==> config.mk <==
export PLATFORM = sky130hd
export DESIGN_NAME = micro_ondas_ctrl_param_flat
export DESIGN_NICKNAME = d
export VERILOG_FILES = /design/src/rtl/micro_ondas_ctrl_param_if.sv /design/src/rtl/micro_ondas_ctrl_param.sv /design/src/flat_wrapper.sv
export SDC_FILE = /design/constraint.sdc
export NUM_CORES = 1
export LEC_CHECK = 0
export BUFFER_PORTS_ARGS = -buffer_cell sky130_fd_sc_hd__buf_2
export CAP_MARGIN = 15
export CELL_PAD_IN_SITES_DETAIL_PLACEMENT = 0
export CELL_PAD_IN_SITES_GLOBAL_PLACEMENT = 1
export CORE_UTILIZATION = 40
export CTS_BUF_LIST = sky130_fd_sc_hd__clkbuf_16
export DETAILED_ROUTE_END_ITERATION = 10
export PLACE_DENSITY = 0.84
export SKIP_LAST_GASP = 1
export SLEW_MARGIN = 20
export SYNTH_ARGS = -nofsm -noshare
export SYNTH_HDL_FRONTEND = slang
export SYNTH_SLANG_ARGS = --single-unit
==> constraint.sdc <==
create_clock -name clock -period 3.5 [get_ports clock]
set_clock_uncertainty 0.1 [all_clocks]
set_input_delay 0.35 -clock clock [delete_from_list [all_inputs] [get_ports clock]]
set_output_delay 0.35 -clock clock [all_outputs]
set_load 0.05 [all_outputs]
==> src/rtl/micro_ondas_ctrl_param_if.sv <==
// Keypad/button inputs and display/magnetron outputs of the microwave controller.
// The controller side uses the slave modport; the panel/bench side uses master.
interface micro_ondas_ctrl_param_if #(
    parameter int unsigned MIN_DIGITS = 2
);
    localparam int unsigned ND = MIN_DIGITS + 2;

    logic [9:0]      keypad;
    logic            startn;
    logic            stopn;
    logic            clearn;
    logic            door_closed;
    logic [3:0]      power_sel;
    logic [4*ND-1:0] digits;
    logic            mag_on;
    logic            done;
    logic [1:0]      state;

    modport master (
        output keypad, startn, stopn, clearn, door_closed, power_sel,
        input  digits, mag_on, done, state
    );

    modport slave (
        input  keypad, startn, stopn, clearn, door_closed, power_sel,
        output digits, mag_on, done, state
    );
endinterface

==> src/rtl/micro_ondas_ctrl_param.sv <==
// Microwave controller: keypad time entry, BCD countdown, start/stop/clear, door
// interlock, power-level magnetron duty cycle and a timed done indication.
module micro_ondas_ctrl_param #(
    parameter int unsigned MIN_DIGITS = 2,
    parameter int unsigned TICK_DIV   = 100,
    parameter int unsigned PWR_PERIOD = 10,
    parameter int unsigned DONE_TICKS = 3
) (
    input logic                    clock,
    input logic                    resetn,
    micro_ondas_ctrl_param_if.slave bus
);
    localparam int unsigned ND = MIN_DIGITS + 2;
    localparam int unsigned DW = 4 * ND;
    localparam int unsigned PW = (TICK_DIV > 1) ? $clog2(TICK_DIV) : 1;
    localparam int unsigned CW = (DONE_TICKS > 1) ? $clog2(DONE_TICKS) : 1;

    localparam logic [PW-1:0] PRESC_MAX = PW'(TICK_DIV - 1);
    localparam logic [3:0]    PWR_MAX   = 4'(PWR_PERIOD);
    localparam logic [3:0]    PHASE_MAX = 4'(PWR_PERIOD - 1);
    localparam logic [CW-1:0] DCNT_MAX  = CW'(DONE_TICKS - 1);

    localparam logic [1:0] StIdle  = 2'b00;
    localparam logic [1:0] StCook  = 2'b01;
    localparam logic [1:0] StPause = 2'b10;
    localparam logic [1:0] StDone  = 2'b11;

    logic [1:0]    state_q, state_d;
    logic [DW-1:0] digits_q, digits_d;
    logic [PW-1:0] presc_q, presc_d;
    logic [3:0]    phase_q, phase_d;
    logic [CW-1:0] dcnt_q, dcnt_d;
    logic          done_q;
    logic          startn_q, stopn_q, clearn_q;
    logic [9:0]    keypad_q;

    logic          start_ev, stop_ev, clear_ev, key_ev, key_onehot, tick;
    logic [3:0]    key_digit;
    logic [3:0]    pwr_eff;
    logic [DW-1:0] digits_dec;
    logic [DW-1:0] digits_shift;
    logic          borrow;

    // Button events are falling edges against the registered history.
    assign start_ev   = startn_q & ~bus.startn;
    assign stop_ev    = stopn_q & ~bus.stopn;
    assign clear_ev   = clearn_q & ~bus.clearn;
    assign key_onehot = (bus.keypad != 10'd0) && ((bus.keypad & (bus.keypad - 10'd1)) == 10'd0);
    assign key_ev     = (keypad_q == 10'd0) && key_onehot;
    assign tick       = (presc_q == PRESC_MAX);

    always_comb begin
        key_digit = 4'd0;
        for (int k = 0; k < 10; k++) begin
            if (bus.keypad[k]) key_digit = 4'(k);
        end
    end

    assign digits_shift = {digits_q[DW-5:0], key_digit};

    // One-second BCD decrement: seconds wrap 00 -> 59, borrow ripples through minutes.
    always_comb begin
        digits_dec = digits_q;
        borrow     = 1'b0;
        if (digits_q[3:0] != 4'd0) begin
            digits_dec[3:0] = digits_q[3:0] - 4'd1;
        end else begin
            digits_dec[3:0] = 4'd9;
            if (digits_q[7:4] != 4'd0) begin
                digits_dec[7:4] = digits_q[7:4] - 4'd1;
            end else begin
                digits_dec[7:4] = 4'd5;
                borrow          = 1'b1;
                for (int i = 2; i < ND; i++) begin
                    if (borrow) begin
                        if (digits_q[4*i +: 4] == 4'd0) begin
                            digits_dec[4*i +: 4] = 4'd9;
                        end else begin
                            digits_dec[4*i +: 4] = digits_q[4*i +: 4] - 4'd1;
                            borrow               = 1'b0;
                        end
                    end
                end
            end
        end
    end

    always_comb begin
        state_d  = state_q;
        digits_d = digits_q;
        presc_d  = presc_q;
        phase_d  = phase_q;
        dcnt_d   = dcnt_q;
        case (state_q)
            StIdle: begin
                if (clear_ev) begin
                    digits_d = '0;
                end else if (start_ev) begin
                    if (bus.door_closed && (digits_q != '0)) begin
                        state_d = StCook;
                        presc_d = '0;
                        phase_d = '0;
                    end
                end else if (key_ev) begin
                    digits_d = digits_shift;
                end
            end
            StCook: begin
                if (clear_ev) begin
                    state_d  = StIdle;
                    digits_d = '0;
                end else if (!bus.door_closed || stop_ev) begin
                    state_d = StPause;
                end else if (tick) begin
                    presc_d = '0;
                    phase_d = (phase_q >= PHASE_MAX) ? 4'd0 : phase_q + 4'd1;
                    if (digits_q == DW'(1)) begin
                        digits_d = '0;
                        state_d  = StDone;
                        dcnt_d   = '0;
                    end else begin
                        digits_d = digits_dec;
                    end
                end else begin
                    presc_d = presc_q + PW'(1);
                end
            end
            StPause: begin
                if (clear_ev) begin
                    state_d  = StIdle;
                    digits_d = '0;
                end else if (bus.door_closed) begin
                    if (stop_ev) begin
                        state_d  = StIdle;
                        digits_d = '0;
                    end else if (start_ev) begin
                        state_d = StCook;
                    end
                end
            end
            default: begin
                if (clear_ev || stop_ev || start_ev) begin
                    state_d  = StIdle;
                    digits_d = '0;
                end else if (key_ev) begin
                    state_d  = StIdle;
                    digits_d = {{(DW-4){1'b0}}, key_digit};
                end else if (tick) begin
                    presc_d = '0;
                    if (dcnt_q == DCNT_MAX) begin
                        state_d = StIdle;
                    end else begin
                        dcnt_d = dcnt_q + CW'(1);
                    end
                end else begin
                    presc_d = presc_q + PW'(1);
                end
            end
        endcase
    end

    always_ff @(posedge clock) begin
        if (!resetn) begin
            state_q  <= StIdle;
            digits_q <= '0;
            presc_q  <= '0;
            phase_q  <= '0;
            dcnt_q   <= '0;
            done_q   <= 1'b0;
            startn_q <= 1'b1;
            stopn_q  <= 1'b1;
            clearn_q <= 1'b1;
            keypad_q <= 10'd0;
        end else begin
            state_q  <= state_d;
            digits_q <= digits_d;
            presc_q  <= presc_d;
            phase_q  <= phase_d;
            dcnt_q   <= dcnt_d;
            done_q   <= (state_d == StDone);
            startn_q <= bus.startn;
            stopn_q  <= bus.stopn;
            clearn_q <= bus.clearn;
            keypad_q <= bus.keypad;
        end
    end

    // Interlock is combinational so an opening door cuts the magnetron immediately.
    assign pwr_eff    = (bus.power_sel > PWR_MAX) ? PWR_MAX : bus.power_sel;
    assign bus.mag_on = (state_q == StCook) && bus.door_closed && (phase_q < pwr_eff);
    assign bus.digits = digits_q;
    assign bus.state  = state_q;
    assign bus.done   = done_q;
endmodule

==> src/flat_wrapper.sv <==
// flat-port wrapper written by rule: the top's interface ports become plain ports
module micro_ondas_ctrl_param_flat 
#(
    parameter int unsigned MIN_DIGITS = 2,
    parameter int unsigned TICK_DIV   = 100,
    parameter int unsigned PWR_PERIOD = 10,
    parameter int unsigned DONE_TICKS = 3
)
  (clock, resetn, bus_keypad, bus_startn, bus_stopn, bus_clearn, bus_door_closed, bus_power_sel, bus_digits, bus_mag_on, bus_done, bus_state);
  micro_ondas_ctrl_param_if #(.MIN_DIGITS(MIN_DIGITS)) bus_i ();
  input logic clock;
  input logic resetn;
  input wire logic [$bits(bus_i.keypad)-1:0] bus_keypad;
  input wire logic [$bits(bus_i.startn)-1:0] bus_startn;
  input wire logic [$bits(bus_i.stopn)-1:0] bus_stopn;
  input wire logic [$bits(bus_i.clearn)-1:0] bus_clearn;
  input wire logic [$bits(bus_i.door_closed)-1:0] bus_door_closed;
  input wire logic [$bits(bus_i.power_sel)-1:0] bus_power_sel;
  output wire logic [$bits(bus_i.digits)-1:0] bus_digits;
  output wire logic [$bits(bus_i.mag_on)-1:0] bus_mag_on;
  output wire logic [$bits(bus_i.done)-1:0] bus_done;
  output wire logic [$bits(bus_i.state)-1:0] bus_state;
  assign bus_i.keypad = bus_keypad;
  assign bus_i.startn = bus_startn;
  assign bus_i.stopn = bus_stopn;
  assign bus_i.clearn = bus_clearn;
  assign bus_i.door_closed = bus_door_closed;
  assign bus_i.power_sel = bus_power_sel;
  assign bus_digits = bus_i.digits;
  assign bus_mag_on = bus_i.mag_on;
  assign bus_done = bus_i.done;
  assign bus_state = bus_i.state;
  micro_ondas_ctrl_param #(.MIN_DIGITS(MIN_DIGITS), .TICK_DIV(TICK_DIV), .PWR_PERIOD(PWR_PERIOD), .DONE_TICKS(DONE_TICKS)) u_core (.clock(clock), .resetn(resetn), .bus(bus_i));
endmodule
==> Word-level counts from Yosys, hierarchy flattened <==
Index checks and enable logic that the tools add are counted.
{ "classes": {"add_sub_neg": 8, "magnitude_cmp": 3, "n_eq_ne": 27, "mux": 75, "bitwise": 9, "reduce_logical": 28} }
{ "ops": {"columns": ["operator", "count"], "rows": [
  ["$mux 16", 12],
  ["$mux 4", 15],
  ["$mux 7", 8],
  ["$mux 2", 25],
  ["$pmux 16 s3", 1],
  ["$reduce_and 8->1", 3],
  ["$pmux 7 s3", 1],
  ["$logic_not 10->1", 2],
  ["$eq 16x1->1 const B", 1],
  ["$reduce_bool 16->1", 1],
  ["$sub 4x1->4 const B", 4],
  ["$reduce_and 7->1", 2],
  ["$mux 12", 1],
  ["$mux 3", 4],
  ["$ne 2x2->1 const B", 6],
  ["$and 10x10->10", 1],
  ["$reduce_and 10->1", 1],
  ["$reduce_bool 10->1", 1],
  ["$sub 10x1->10 const B", 1],
  ["$ne 3x1->1 const B", 3],
  ["$ne 3x3->1 const B", 3],
  ["$reduce_and 9->1", 1],
  ["$logic_not 4->1", 2],
  ["$mux 8", 1],
  ["other kinds (27)", 50]
]} }
{ "totals": {"ff_bits": 45, "input_bits": 20, "word_cells": 163} }

==> Logic depth before layout (Yosys ltp) <==
Gate-level depths: netlist of the first run.
{ "depth": {"word_depth": 13, "ltp_mapped": 9, "depth_no_buf": 8} }

==> Worst setup path after synthesis of the first run <==
No wires, ideal clock.
{ "synth_timing": {"kind": "reg-to-reg", "from": "register u_core.digits_q[8], in the netlist u_core.bus.digits[8]", "to": "register u_core.phase_q[2]", "setup_time_ns": 0.070, "arrival_ns": 2.604, "required_time_ns": 3.330, "setup_slack_ns": 0.726, "stages_incl_launch_ff": 10, "path_buffers": 1, "cell_sequence": "dfxtp_1 > inv_1 > ha_1 > nor4b_1 > nand4_1 > or4b_2 > clkbuf_1 > a21oi_1 > nand4b_1 > a21oi_1"} }
{ "synth_between": {"elab_chain_cells": 4} }
{ "synth_lines": {"columns": ["item", "line", "text"], "rows": [
  ["from (decl)", "micro_ondas_ctrl_param.sv:29", "logic [DW-1:0] digits_q, digits_d;"],
  ["from (signal assigned)", "micro_ondas_ctrl_param.sv:176", "digits_q <= digits_d;"],
  ["$reduce_bool 16->1", "micro_ondas_ctrl_param.sv:99", "if (bus.door_closed && (digits_q != '0)) begin"],
  ["$logic_and 1x1->1", "micro_ondas_ctrl_param.sv:99", null],
  ["$ne 2x1->1 (no source line)", null, null],
  ["$reduce_and 7->1 (no source line)", null, null],
  ["to (signal assigned)", "micro_ondas_ctrl_param.sv:178", "phase_q <= phase_d;"],
  ["to (decl)", "micro_ondas_ctrl_param.sv:31", "logic [3:0] phase_q, phase_d;"]
]} }
No other way between the ends.
A chain may end at the register's enable or synchronous reset.

==> Worst setup path in the final report of the first run <==
{ "layout_timing": {"from": "register u_core.digits_q[4], in the netlist u_core.bus.digits[4]", "to": "register u_core.digits_q[4], in the netlist u_core.bus.digits[4]"} }
{ "layout_between": {"elab_chain_cells": 8, "word_cells_on_any_way": 12, "classes_between": "add/sub: 1; eq/ne: 2; mux: 7; reduce/logical: 2"} }
{ "layout_lines": {"columns": ["item", "line", "text"], "rows": [
  ["$sub 4x1->4 / $reduce_bool 4->1 (equally long branches)", "micro_ondas_ctrl_param.sv:70, micro_ondas_ctrl_param.sv:69", null],
  ["$mux 4", "micro_ondas_ctrl_param.sv:69", "if (digits_q[7:4] != 4'd0) begin"],
  ["$mux 12", "micro_ondas_ctrl_param.sv:65", "if (digits_q[3:0] != 4'd0) begin"],
  ["$mux 16", "micro_ondas_ctrl_param.sv:117", "if (digits_q == DW'(1)) begin"],
  ["$mux 16", "micro_ondas_ctrl_param.sv:114", "end else if (tick) begin"],
  ["$mux 16", "micro_ondas_ctrl_param.sv:112", "end else if (!bus.door_closed || stop_ev) begin"],
  ["$mux 16", "micro_ondas_ctrl_param.sv:109", "if (clear_ev) begin"],
  ["$pmux 16 s3", "micro_ondas_ctrl_param.sv:94", "case (state_q)"]
]} }
Several ways; a longest one is shown, not always the timed one. The select of a mux whose other input is x is not followed.

==> impl_results.md, run 1 <==
- Ys async rst share: 0%
- PwrDens: 359 nW/um^2
- Die width: 89.1 microns
- # resized after CTS: 0
- Post-synth EDFFs: 0
- Hold Crit Class: in2reg
- CP endpoint kind: flip-flop
- Least-Margin Pin Slew: 0.781 ns
- #FFs+latches synth: 45
- Estimated wirelength of the detail-placed design: 5.43 mm
- Pin count of the biggest net entering global routing: 50
- ANT cells: 0
- Buffers & Inverters on Critical Path: 1
- Total I/O pin count: 40
- Die area: 7930 sq um
- Vias after detailed routing: 2,923
- CTS clk-pin slew, worst paths: 0.07 ns
- Starting Density: 41.6%
- Comb pwr share: 18.5%
- Synth unique cells: 63
- Max-slew violations: 0
- First-pass GRT wire length: 12.6 mm
- Sink Count: 45
- Ys Warns: 0
- Synth Flop Type: dfxtp_1
- Syn_nets: 420
- Placed insts: 509
- Mapped cell area: 3030 sq um
- Final wirelength: 7.50 mm
- Syn_area_per_cell: 7.88 sq um
- Reg area: 901 sq um
- Switching Fraction: 29.1%
- Die Height: 89.1 microns
- Gr usage total: 20.3%
- # fillers: 791
- Nets: 452
- Clk_lat worst skew: 0.29 ns
- Post-synth top cells: nand2_1, dfxtp_1, a21oi_1, o21ai_0, nor2_1
- Wire per inst: 14.5 microns
- Finished Layout Cells: 517
- CTS buffer count: 5
- Critical Path RT: 3.59 ns
- Sequential Power Share: 44.2%
- Input/output buffers: 39
- FP Rows: 31
- Setup violators final: 0
- Hold-fix buffers, CTS: 0
- Fin. Hold Viols: 0
- Internal Power: 0.868 mW
- Hold Slack: 0.170 ns
- Leak Pwr: 1.36 nW
- NetSw: 0.356 mW
- Final ANT Viol Nets: 0
- Fin crit share: 78.0%
- Share of the synthesized area in the top cell type: 29.7%
- Max H-tree Level: 2
- Crit path max-delay cell type: nor4b_1
- Critical path class: reg2reg
- Synth top area cells: dfxtp_1, nand2_1, ha_1, mux2i_1, a21oi_1
- VDD IR max: 172 uV
- Cell with the most instances after synthesis: nand2_1
- Cell count after synthesis: 385
- WP depth: 8
- Multi-input gate area: 1970 sq um
- Clock Path Buffers: 2
- Antenna violations before repair: 0
- Number of global-route vias before repair: 2,717
- Crit-path max FO: 6
- Drt drc: 0
- Seq/Total Area, Yosys: 29.7%
- Max stage delay on crit path: 0.66 ns
- Gpl congestion: 0.815
- CTS root buf: clkbuf_16
- Clk pwr share: 37.4%
- Global route total overflow: 0
- Area growth syn-to-layout: 12.5%
- FF-to-FF setup slack: 0.77 ns
- Outcome: finished, final reports clean
- Postcts setup bufs: 0
- Crit-path cells: inv_1 -> ha_1 -> nor4b_1 -> nand3_1 -> nand2_1 -> nor2_1 -> a211o_4 -> a221oi_2
- DRT Pass-1 Iters: 4
- Startpoint types: flip-flop
- Via density: 5.65
- Fmax: 0.366 GHz
- Layout cells sized above 1: 15.8%
- Hold Path Depth: 2
- CTS tree: built
- RSZ-0062 raised after global routing: false
- Worst rel slew slack: 47.2%
- Placeable core region: 7290 sq um
- Yosys top cell by area: dfxtp_1
- Arrival time worst endpoint: 2.82 ns
- DRT iter0 DRCs: 141
- Sum of negative setup slack: 0 ns
- Top Family by Delay on Critical Path: simple AND/OR/NAND/NOR gates
- Max_cap viols: 0
- Minimum period implied by the final worst setup slack: 2.73 ns
- Worst reg-to-reg path cell count: 8
[layout by cell type, fill, tap and decap left out, types with 5 or more instances in the layout]
cell	count
nor3_1	11
nand3_1	15
nor2b_1	7
dfxtp_1	45
buf_2	39
o211ai_1	6
a211oi_1	6
clkbuf_16	5
mux2i_1	16
o31ai_1	5
and2_1	11
nand2b_1	9
inv_1	19
ha_1	15
a21oi_1	24
nand2_1	57
o21ai_0	24
nor2_1	23
nor4_1	7
[registers in the layout, summed over array words and instances, names as in the netlist]
register / cells
u_core.bus.digits: 16
u_core.keypad_q: 10
u_core.presc_q: 7
u_core.phase_q: 4
u_core.bus.state: 2
u_core.dcnt_q: 2
u_core.bus.done: 1
u_core.clearn_q: 1
u_core.startn_q: 1
u_core.stopn_q: 1
[path summary, 6_finish.rpt]
check / start / endpoint
max: u_core.bus.digits[4]$_SDFFE_PN0P_ / u_core.bus.digits[4]$_SDFFE_PN0P_
min: bus_stopn / u_core.stopn_q$_SDFF_PN1_
max reg2reg: u_core.bus.digits[4]$_SDFFE_PN0P_ / u_core.bus.digits[4]$_SDFFE_PN0P_
min reg2reg: u_core.dcnt_q[0]$_SDFFE_PN0P_ / u_core.dcnt_q[0]$_SDFFE_PN0P_
[metal layers]
metal,wire length (microns),track usage [%],part of all wire (%),up-vias
met2,3520,34.6,47,56
met1,3610,26.0,48,1383
met3,262,3.60,3.5,11
met5,0,0,0,-
met4,107,6.78,1.4,0
li1,-,-,-,1473
[metrics by stage]
step / cell area, sq um / util (%) / setup slack, ns / total power, mW
floorplan: 3030 / - / 0.726 / 0.715
global placement: 3270 / 44.9 / 0.837 / 0.774
detailed placement: 3270 / 44.9 / 0.798 / 0.775
CTS: 3410 / 46.8 / 0.780 / 1.24
global route: 3410 / 46.8 / 0.578 / 1.28
finish: 3410 / 46.8 / 0.769 / 1.22
[cell type report]
cell class              instances  area share, %
clock buffers                   5           3.67
clock inverters                 3          0.404
inverters                      19           2.09
multi-input cells             305           57.6
flip-flops and latches         45           26.4
well taps                      99           3.63
repair buffers                 41           6.16
[logic make-up (layout without fill, tap and decap cells)]
kind of cell / Yosys count / count (layout) / share of synthesized area (%)
muxes: 16 / 16 / 5.28
AOI/OAI and AO/OA: 106 / 106 / 24.3
and+or+nand+nor: 167 / 167 / 28.7
xor gates and xnor gates: 1 / 1 / 0.289
buffers and inverters: 35 / 68 / 5.49
DFF: 45 / 45 / 29.7
adders and majority gates: 15 / 15 / 6.19
[power groups by stage]
stage          combinational [mW]  clock (mW)  sequential, mW
3_3_place_gp                0.223           0           0.551
5_1_grt                     0.249       0.493           0.542
2_1_floorplan               0.146           0           0.569
3_5_place_dp                0.223           0           0.552
4_1_cts                     0.225       0.471           0.540
6_report                    0.226       0.457           0.541
Power figures use the tool's default switching activity.
==> run 2: changes to the inputs <==
--- a/config.mk
+++ b/config.mk
@@ -5,14 +5,15 @@
 export SDC_FILE = /design/constraint.sdc
 export NUM_CORES = 1
 export LEC_CHECK = 0
+export ABC_AREA = 1
 export BUFFER_PORTS_ARGS = -buffer_cell sky130_fd_sc_hd__buf_2
 export CAP_MARGIN = 15
 export CELL_PAD_IN_SITES_DETAIL_PLACEMENT = 0
 export CELL_PAD_IN_SITES_GLOBAL_PLACEMENT = 1
-export CORE_UTILIZATION = 40
+export CORE_UTILIZATION = 37
 export CTS_BUF_LIST = sky130_fd_sc_hd__clkbuf_16
 export DETAILED_ROUTE_END_ITERATION = 10
-export PLACE_DENSITY = 0.84
+export PLACE_DENSITY = 0.85
 export SKIP_LAST_GASP = 1
 export SLEW_MARGIN = 20
 export SYNTH_ARGS = -nofsm -noshare
==> constraint.sdc (replaced) <==
create_clock -name clock -period 2.3 [get_ports clock]
set_clock_uncertainty 0.1 [all_clocks]
set_input_delay 0.23 -clock clock [delete_from_list [all_inputs] [get_ports clock]]
set_output_delay 0.23 -clock clock [all_outputs]
set_load 0.05 [all_outputs]
==> impl_results.md, run 2 <==
- Wire per inst: 11.8 microns (was 14.5 microns)
- Post-synth EDFFs: 0 (unchanged)
- Startpoint types: flip-flop (unchanged)
- Cell count after synthesis: 484 (was 385)
- Most frequent cells in the layout: nand2_1, inv_1, nor2_1 (was nand2_1, dfxtp_1, buf_2)
- CTS buffer count: 5 (unchanged)
- Pin count of the biggest net entering global routing: 23 (was 50)
- Finished Layout Cells: 634 (was 517)
- ANT cells: 0 (unchanged)
- Finished Cell Area: 3600 sq um (was 3410 sq um)
- Worst rel slew slack: 70.0% (was 47.2%)
- Yosys top cell by area: dfxtp_1 (unchanged)
- Hold Crit Class: in2reg (unchanged)
- Arrival time worst endpoint: 2.19 ns (was 2.82 ns)
- FP Rows: 33 (was 31)
- Sum of negative setup slack: 0 ns (unchanged)
- Syn_nets: 519 (was 420)
- Internal Power: 1.44 mW (was 0.868 mW)
- Critical Path RT: 2.38 ns (was 3.59 ns)
- Antenna violations before repair: 0 (unchanged)
- Max_cap viols: 0 (unchanged)
- Largest register FFs: 16 (unchanged)
- Placed insts: 626 (was 509)
- Clk_lat worst skew: 0.28 ns (was 0.29 ns)
- Ys async rst share: 0% (unchanged)
- Total I/O pin count: 40 (unchanged)
- Layout cells sized above 1: 16.4% (was 15.8%)
- Area growth syn-to-layout: 15.0% (was 12.5%)
- Mapped cell area: 3130 sq um (was 3030 sq um)
- Fmax: 0.474 GHz (was 0.366 GHz)
- Switching Fraction: 35.4% (was 29.1%)
- Least-Margin Pin Slew: 0.448 ns (was 0.781 ns)
- Number of global-route vias before repair: 2,911 (was 2,717)
- Starting Density: 38.1% (was 41.6%)
- Synth top area cells: dfxtp_1, nand2_1, inv_1, nor2_1, ha_1 (was dfxtp_1, nand2_1, ha_1, mux2i_1, a21oi_1)
- Synth unique cells: 43 (was 63)
- Input/output buffers: 39 (unchanged)
- Max-slew violations: 0 (unchanged)
- Comb pwr share: 29.9% (was 18.5%)
- Die area: 8830 sq um (was 7930 sq um)
- Sink Count: 45 (unchanged)
- Critical path class: reg2reg (unchanged)
- Syn_area_per_cell: 6.47 sq um (was 7.88 sq um)
- Setup violators final: 0 (unchanged)
- VDD IR max: 312 uV (was 172 uV)
- CP endpoint kind: flip-flop (unchanged)
- Vias after detailed routing: 3,044 (was 2,923)
- Buffers & Inverters on Critical Path: 2 (was 1)
- Hold-fix buffers, CTS: 0 (unchanged)
- Max H-tree Level: 2 (unchanged)
- Worst setup margin: 0.189 ns (was 0.769 ns)
- Share of the synthesized area in the top cell type: 28.8% (was 29.7%)
- CTS tree: built (unchanged)
- Cell with the most instances after synthesis: nand2_1 (unchanged)
- PwrDens: 620 nW/um^2 (was 359 nW/um^2)
- Estimated wirelength of the detail-placed design: 5.89 mm (was 5.43 mm)
- Die width: 94.0 microns (was 89.1 microns)
- Crit path max-delay cell type: dfxtp_1 (was nor4b_1)
- Synth Flop Type: dfxtp_1 (unchanged)
- Crit path top cell by count: nor2_1
- Post-DP Area: 3450 sq um (was 3270 sq um)
- Ys Warns: 0 (unchanged)
- Post-synth top cells: nand2_1, inv_1, nor2_1 (was nand2_1, dfxtp_1, a21oi_1, o21ai_0, nor2_1)
- Global route total overflow: 0 (unchanged)
- Gr usage total: 18.4% (was 20.3%)
- Max stage delay on crit path: 0.34 ns (was 0.66 ns)
- Setup WS pre-CTS: 0.166 ns (was 0.798 ns)
- Top Family by Delay on Critical Path: simple AND/OR/NAND/NOR gates (unchanged)
- Clock Path Buffers: 2 (unchanged)
- Minimum period implied by the final worst setup slack: 2.11 ns (was 2.73 ns)
- Die Height: 94.0 microns (was 89.1 microns)
- DRT iter0 DRCs: 114 (was 141)
- Via density: 4.80 (was 5.65)
- CTS clk-pin slew, worst paths: 0.06 ns (was 0.07 ns)
- Commonest non-fill, non-tap cell in the layout: nand2_1 (unchanged)
- #FFs+latches synth: 45 (unchanged)
- Crit-path max FO: 5 (was 6)
- First-pass GRT wire length: 13.0 mm (was 12.6 mm)
- Crit-path cells: inv_1 -> ha_1 -> nand3_1 -> nor2_2 -> nand4_2 -> nand3_1 -> inv_1 -> nor2_1 -> nand3_2 -> nor2_1 -> nor2_1 (was inv_1 -> ha_1 -> nor4b_1 -> nand3_1 -> nand2_1 -> nor2_1 -> a211o_4 -> a221oi_2)
- Placeable core region: 8220 sq um (was 7290 sq um)
- Fin crit share: 91.8% (was 78.0%)
- Fin. Hold Viols: 0 (unchanged)
- Nets: 563 (was 452)
- Clk pwr share: 30.6% (was 37.4%)
- Sequential Power Share: 39.5% (was 44.2%)
- DRT Pass-1 Iters: 4 (unchanged)
- Gpl congestion: 0.868 (was 0.815)
- Drt drc: 0 (unchanged)
- NetSw: 0.791 mW (was 0.356 mW)
- Leak Pwr: 1.87 nW (was 1.36 nW)
- RSZ-0062 raised after global routing: true (was false)
- Final wirelength: 7.46 mm (was 7.50 mm)
- CTS root buf: clkbuf_16 (unchanged)
- Final ANT Viol Nets: 0 (unchanged)
- Seq/Total Area, Yosys: 28.8% (was 29.7%)
- PnR Total Power: 2.23 mW (was 1.22 mW)
- Outcome: finished, final reports clean (unchanged)
==> run 2: final cells by class <==
class	instances	area, sq um
inverters	88	330
flip-flops and latches	45	902
fillers	877	4620
multi-input cells	345	1870
clock buffers	5	125
clock inverters	3	15.0
repair buffers	43	225
well taps	105	131
==> run 2: cell families after synthesis <==
| group | Yosys count | share of synthesized area (%) |
|---|---|---|
| buffers and inverters | 94 | 11.8 |
| adder cells (fa/ha/maj) | 15 | 6.00 |
| flip-flops | 45 | 28.8 |
| XOR/XNOR | 8 | 2.24 |
| AO/OA/AOI/OAI | 67 | 12.9 |
| AND/OR/NAND/NOR | 255 | 38.3 |
==> run 2: worst paths after layout <==
path	cells after the start	start	slack, ns	endpoint
min	3	bus_startn	0.03	u_core.startn_q$_SDFF_PN1_
max	11	u_core.bus.digits[12]$_SDFFE_PN0P_	0.19	u_core.bus.digits[11]$_SDFFE_PN0P_
min reg2reg	2	u_core.bus.digits[5]$_SDFFE_PN0P_	0.41	u_core.bus.digits[5]$_SDFFE_PN0P_
max reg2reg	11	u_core.bus.digits[12]$_SDFFE_PN0P_	0.19	u_core.bus.digits[11]$_SDFFE_PN0P_
==> run 2: per-layer routing <==
layer | track usage (%) | vias up | routed length (microns)
li1 | - | 1612 | -
met1 | 22.8 | 1359 | 3550
met2 | 31.9 | 58 | 3490
met3 | 2.75 | 15 | 266
met4 | 6.92 | 0 | 147
met5 | 0 | - | 0
==> run 2: metrics by stage <==
| stage | hold WS (ns) | utilization, % |
|---|---|---|
| floorplan | 0.223 | - |
| global placement | 0.319 | 42.0 |
| detailed placement | 0.327 | 42.0 |
| CTS | 0.0324 | 43.7 |
| global route | 0.0488 | 43.8 |
| finish | 0.0327 | 43.8 |
==> run 2: what timing repair did <==
action / 4_1_cts / 5_1_grt
gates resized for setup: 0 / 2
setup buffers: 0 / 0
endpoints found under the setup margin: 0 / 9
==> run 2: power groups by stage <==
| stage | Combinational (mW) | Clock (mW) | Sequential, mW |
|---|---|---|---|
| floorplan | 0.415 | 0 | 0.990 |
| global route | 0.750 | 0.739 | 0.890 |
| CTS | 0.667 | 0.709 | 0.883 |
| finish | 0.667 | 0.684 | 0.883 |
| detailed placement | 0.663 | 0 | 0.900 |
| global placement | 0.658 | 0 | 0.897 |
==> run 2: worst reg2reg max path: stages (launching register included) <==
cell	delay (ns)
dfxtp_1	0.34
inv_1	0.09
ha_1	0.20
nand3_1	0.16
nor2_2	0.15
nand4_2	0.18
nand3_1	0.15
inv_1	0.05
nor2_1	0.23
nand3_2	0.16
nor2_1	0.13
nor2_1	0.06
==> run 3: changes to the inputs <==
--- a/config.mk
+++ b/config.mk
@@ -6,7 +6,7 @@
 export NUM_CORES = 1
 export LEC_CHECK = 0
 export ABC_AREA = 1
-export BUFFER_PORTS_ARGS = -buffer_cell sky130_fd_sc_hd__buf_2
+export BUFFER_PORTS_ARGS = -buffer_cell sky130_fd_sc_hd__clkbuf_2
 export CAP_MARGIN = 15
 export CELL_PAD_IN_SITES_DETAIL_PLACEMENT = 0
 export CELL_PAD_IN_SITES_GLOBAL_PLACEMENT = 1
==> impl_results.md, run 3 (same netlist as run 2, synthesis figures left out) <==
- DRT Pass-1 Iters: 4 (unchanged)
- GRT Max-Usage Layer: met2 (unchanged)
- R2r startpoint: u_core.presc_q[0]$_SDFFE_PN0P_ (was u_core.bus.digits[12]$_SDFFE_PN0P_)
- Sequential Power Share: 37.5% (was 39.5%)
- Clock Path Buffers: 2 (unchanged)
- Top Family by Delay on Critical Path: simple AND/OR/NAND/NOR gates (unchanged)
- Least-Margin Pin Slew: 0.435 ns (was 0.448 ns)
- Fmax: 0.485 GHz (was 0.474 GHz)
- Pin count of the biggest net entering global routing: 23 (unchanged)
- Critical path startpoint: u_core.presc_q[0]$_SDFFE_PN0P_ (was u_core.bus.digits[12]$_SDFFE_PN0P_)
- Via density: 4.81 (was 4.80)
- Startpoint types: flip-flop (unchanged)
- Wire per inst: 11.9 microns (was 11.8 microns)
- Worst reg-to-reg path cell count: 11 (unchanged)
- First-pass GRT wire length: 13.1 mm (was 13.0 mm)
- Input/output buffers: 39 (unchanged)
- Clk_lat worst skew: 0.28 ns (about the same)
- Fin. Hold Viols: 0 (unchanged)
- DRT iter0 DRCs: 132 (was 114)
- Final wirelength: 7.53 mm (was 7.46 mm)
- Hold Path Depth: 3 (unchanged)
- Max-slew violations: 0 (unchanged)
- Die Height: 94.0 microns (unchanged)
- Crit-path max FO: 5 (unchanged)
- VDD IR max: 322 uV (was 312 uV)
- NetSw: 0.804 mW (was 0.791 mW)
- Hold-fix buffers, CTS: 0 (unchanged)
- CTS root buf: clkbuf_16 (unchanged)
- CP endpoint kind: flip-flop (unchanged)
- Final ANT Viol Nets: 0 (unchanged)
- Placeable core region: 8220 sq um (unchanged)
- Worst rel slew slack: 70.9% (was 70.0%)
- Crit-path cells: ha_1 -> nand2_1 -> nor3_2 -> nand3_2 -> o21ai_1 -> nand2_1 -> nor2_2 -> inv_1 -> nor2_4 -> nor2_1 -> nor2_1 (was inv_1 -> ha_1 -> nand3_1 -> nor2_2 -> nand4_2 -> nand3_1 -> inv_1 -> nor2_1 -> nand3_2 -> nor2_1 -> nor2_1)
- Die width: 94.0 microns (unchanged)
- RSZ-0062 raised after global routing: false (was true)
- Estimated wirelength of the detail-placed design: 5.94 mm (was 5.89 mm)
- Leak Pwr: 1.88 nW (was 1.87 nW)
- Critical path class: reg2reg (unchanged)
- Met3 Track Usage GR: 2.75% (unchanged)
- Grt met1 use: 23.2% (was 22.8%)
- Critical Path RT: 2.42 ns (was 2.38 ns)
- Termination of the worst setup path: u_core.bus.digits[12]$_SDFFE_PN0P_ (was u_core.bus.digits[11]$_SDFFE_PN0P_)
- Drt drc: 0 (unchanged)
- Vias after detailed routing: 3,049 (was 3,044)
- Area growth syn-to-layout: 16.3% (was 15.0%)
- Comb pwr share: 28.8% (was 29.9%)
- Largest register FFs: 16 (unchanged)
- Total I/O pin count: 40 (unchanged)
- ANT cells: 0 (unchanged)
- Outcome: finished, final reports clean (unchanged)
- Fin crit share: 89.6% (was 91.8%)
- Starting Density: 38.1% (unchanged)
- Sink Count: 45 (unchanged)
- M2 GR Usage: 32.8% (was 31.9%)
- Switching Fraction: 34.1% (was 35.4%)
- Die area: 8830 sq um (unchanged)
- Gr usage total: 18.5% (was 18.4%)
- Clk pwr share: 33.7% (was 30.6%)
- Nets: 563 (unchanged)
- FF-to-FF setup slack: 0.24 ns (was 0.19 ns)
- Crit path max-delay cell type: dfxtp_1 (unchanged)
- Gpl congestion: 0.899 (was 0.868)
- PwrDens: 648 nW/um^2 (was 620 nW/um^2)
- Number of global-route vias before repair: 2,960 (was 2,911)
- Setup violators final: 0 (unchanged)
- WP depth: 11 (unchanged)
- CTS buffer count: 5 (unchanged)
- CTS clk-pin slew, worst paths: 0.06 ns (about the same)
- Buffers & Inverters on Critical Path: 1 (was 2)
- Most frequent cells in the layout: nand2_1, inv_1, nor2_1 (unchanged)
- Sum of negative setup slack: 0 ns (unchanged)
- FP Rows: 33 (unchanged)
- Reg area: 902 sq um (unchanged)
- Max stage delay on crit path: 0.38 ns (was 0.34 ns)
- CTS tree: built (unchanged)
- Antenna violations before repair: 0 (unchanged)
- Hold Crit Class: in2reg (unchanged)
- Minimum period implied by the final worst setup slack: 2.06 ns (was 2.11 ns)
- R2r endpoint: u_core.bus.digits[12]$_SDFFE_PN0P_ (was u_core.bus.digits[11]$_SDFFE_PN0P_)
- Max H-tree Level: 2 (unchanged)
- Layout cells sized above 1: 17.0% (was 16.4%)
- # fillers: 856 (was 877)
- Max_cap viols: 0 (unchanged)
- Arrival time worst endpoint: 2.18 ns (was 2.19 ns)
- Internal Power: 1.55 mW (was 1.44 mW)
- Commonest non-fill, non-tap cell in the layout: nand2_1 (unchanged)
- Global route total overflow: 0 (unchanged)
- Multi-input gate area: 1900 sq um (was 1870 sq um)
- Layout Utilization: 44.3% (was 43.8%)
## run 3: metrics by stage
step / power (mW) / area, sq um / setup slack [ns] / std cells / hold WS, ns
3_5_place_dp: 1.57 / 3450 / 0.119 / 625 / 0.330
5_1_grt: 2.50 / 3640 / 0.00994 / 634 / 0.0384
6_report: 2.36 / 3640 / 0.240 / 634 / 0.0384
2_1_floorplan: 1.40 / 3140 / 0.0994 / 484 / 0.223
4_1_cts: 2.36 / 3610 / 0.106 / 633 / 0.0398
3_3_place_gp: 1.55 / 3450 / 0.173 / 625 / 0.320
## run 3: layout make-up
cell class / instances / area share [%]
Inverter: 88 / 9.07
Clock buffer: 5 / 3.44
Multi-Input combinational cell: 346 / 52.1
Clock inverter: 3 / 1.03
Timing Repair Buffer: 42 / 5.98
Sequential cell: 45 / 24.8
Tap cell: 105 / 3.61
## run 3: worst reg2reg max path, cell delays in order, from the launching register on
cell and delay [ns]:
dfxtp_1 0.38, ha_1 0.23, nand2_1 0.08, nor3_2 0.12, nand3_2 0.13, o21ai_1 0.18, nand2_1 0.14, nor2_2 0.24
inv_1 0.10, nor2_4 0.14, nor2_1 0.05, nor2_1 0.10
## run 3: timing repair
item | 4_1_cts | 5_1_grt
setup buffers | 0 | 0
endpoints found under the setup margin | 0 | 12
gates resized for setup | 0 | 7
## run 3: worst min path at each step
stage,start,to,slack [ns]
after floorplan,bus_keypad[0],u_core.keypad_q[0]$_SDFF_PN0_,0.22
after global placement,bus_stopn,u_core.stopn_q$_SDFF_PN1_,0.32
after detailed placement,bus_startn,u_core.startn_q$_SDFF_PN1_,0.33
after CTS,bus_startn,u_core.startn_q$_SDFF_PN1_,0.04
after global routing,bus_stopn,u_core.stopn_q$_SDFF_PN1_,0.04
final,bus_stopn,u_core.stopn_q$_SDFF_PN1_,0.04
## run 3: layer usage
layer / wire (microns) / vias to the layer above
li1: - / 1612
met1: 3480 / 1369
met2: 3620 / 64
met3: 374 / 4
met4: 50 / 0
met5: 0 / -
## run 3: power groups by stage
| stage | Sequential (mW) | Combinational [mW] | Clock (mW) |
|---|---|---|---|
| 6_report | 0.883 | 0.680 | 0.796 |
| 5_1_grt | 0.891 | 0.768 | 0.844 |
| 4_1_cts | 0.883 | 0.669 | 0.807 |
| 3_5_place_dp | 0.901 | 0.665 | 0 |
| 3_3_place_gp | 0.899 | 0.656 | 0 |
| 2_1_floorplan | 0.990 | 0.415 | 0 |
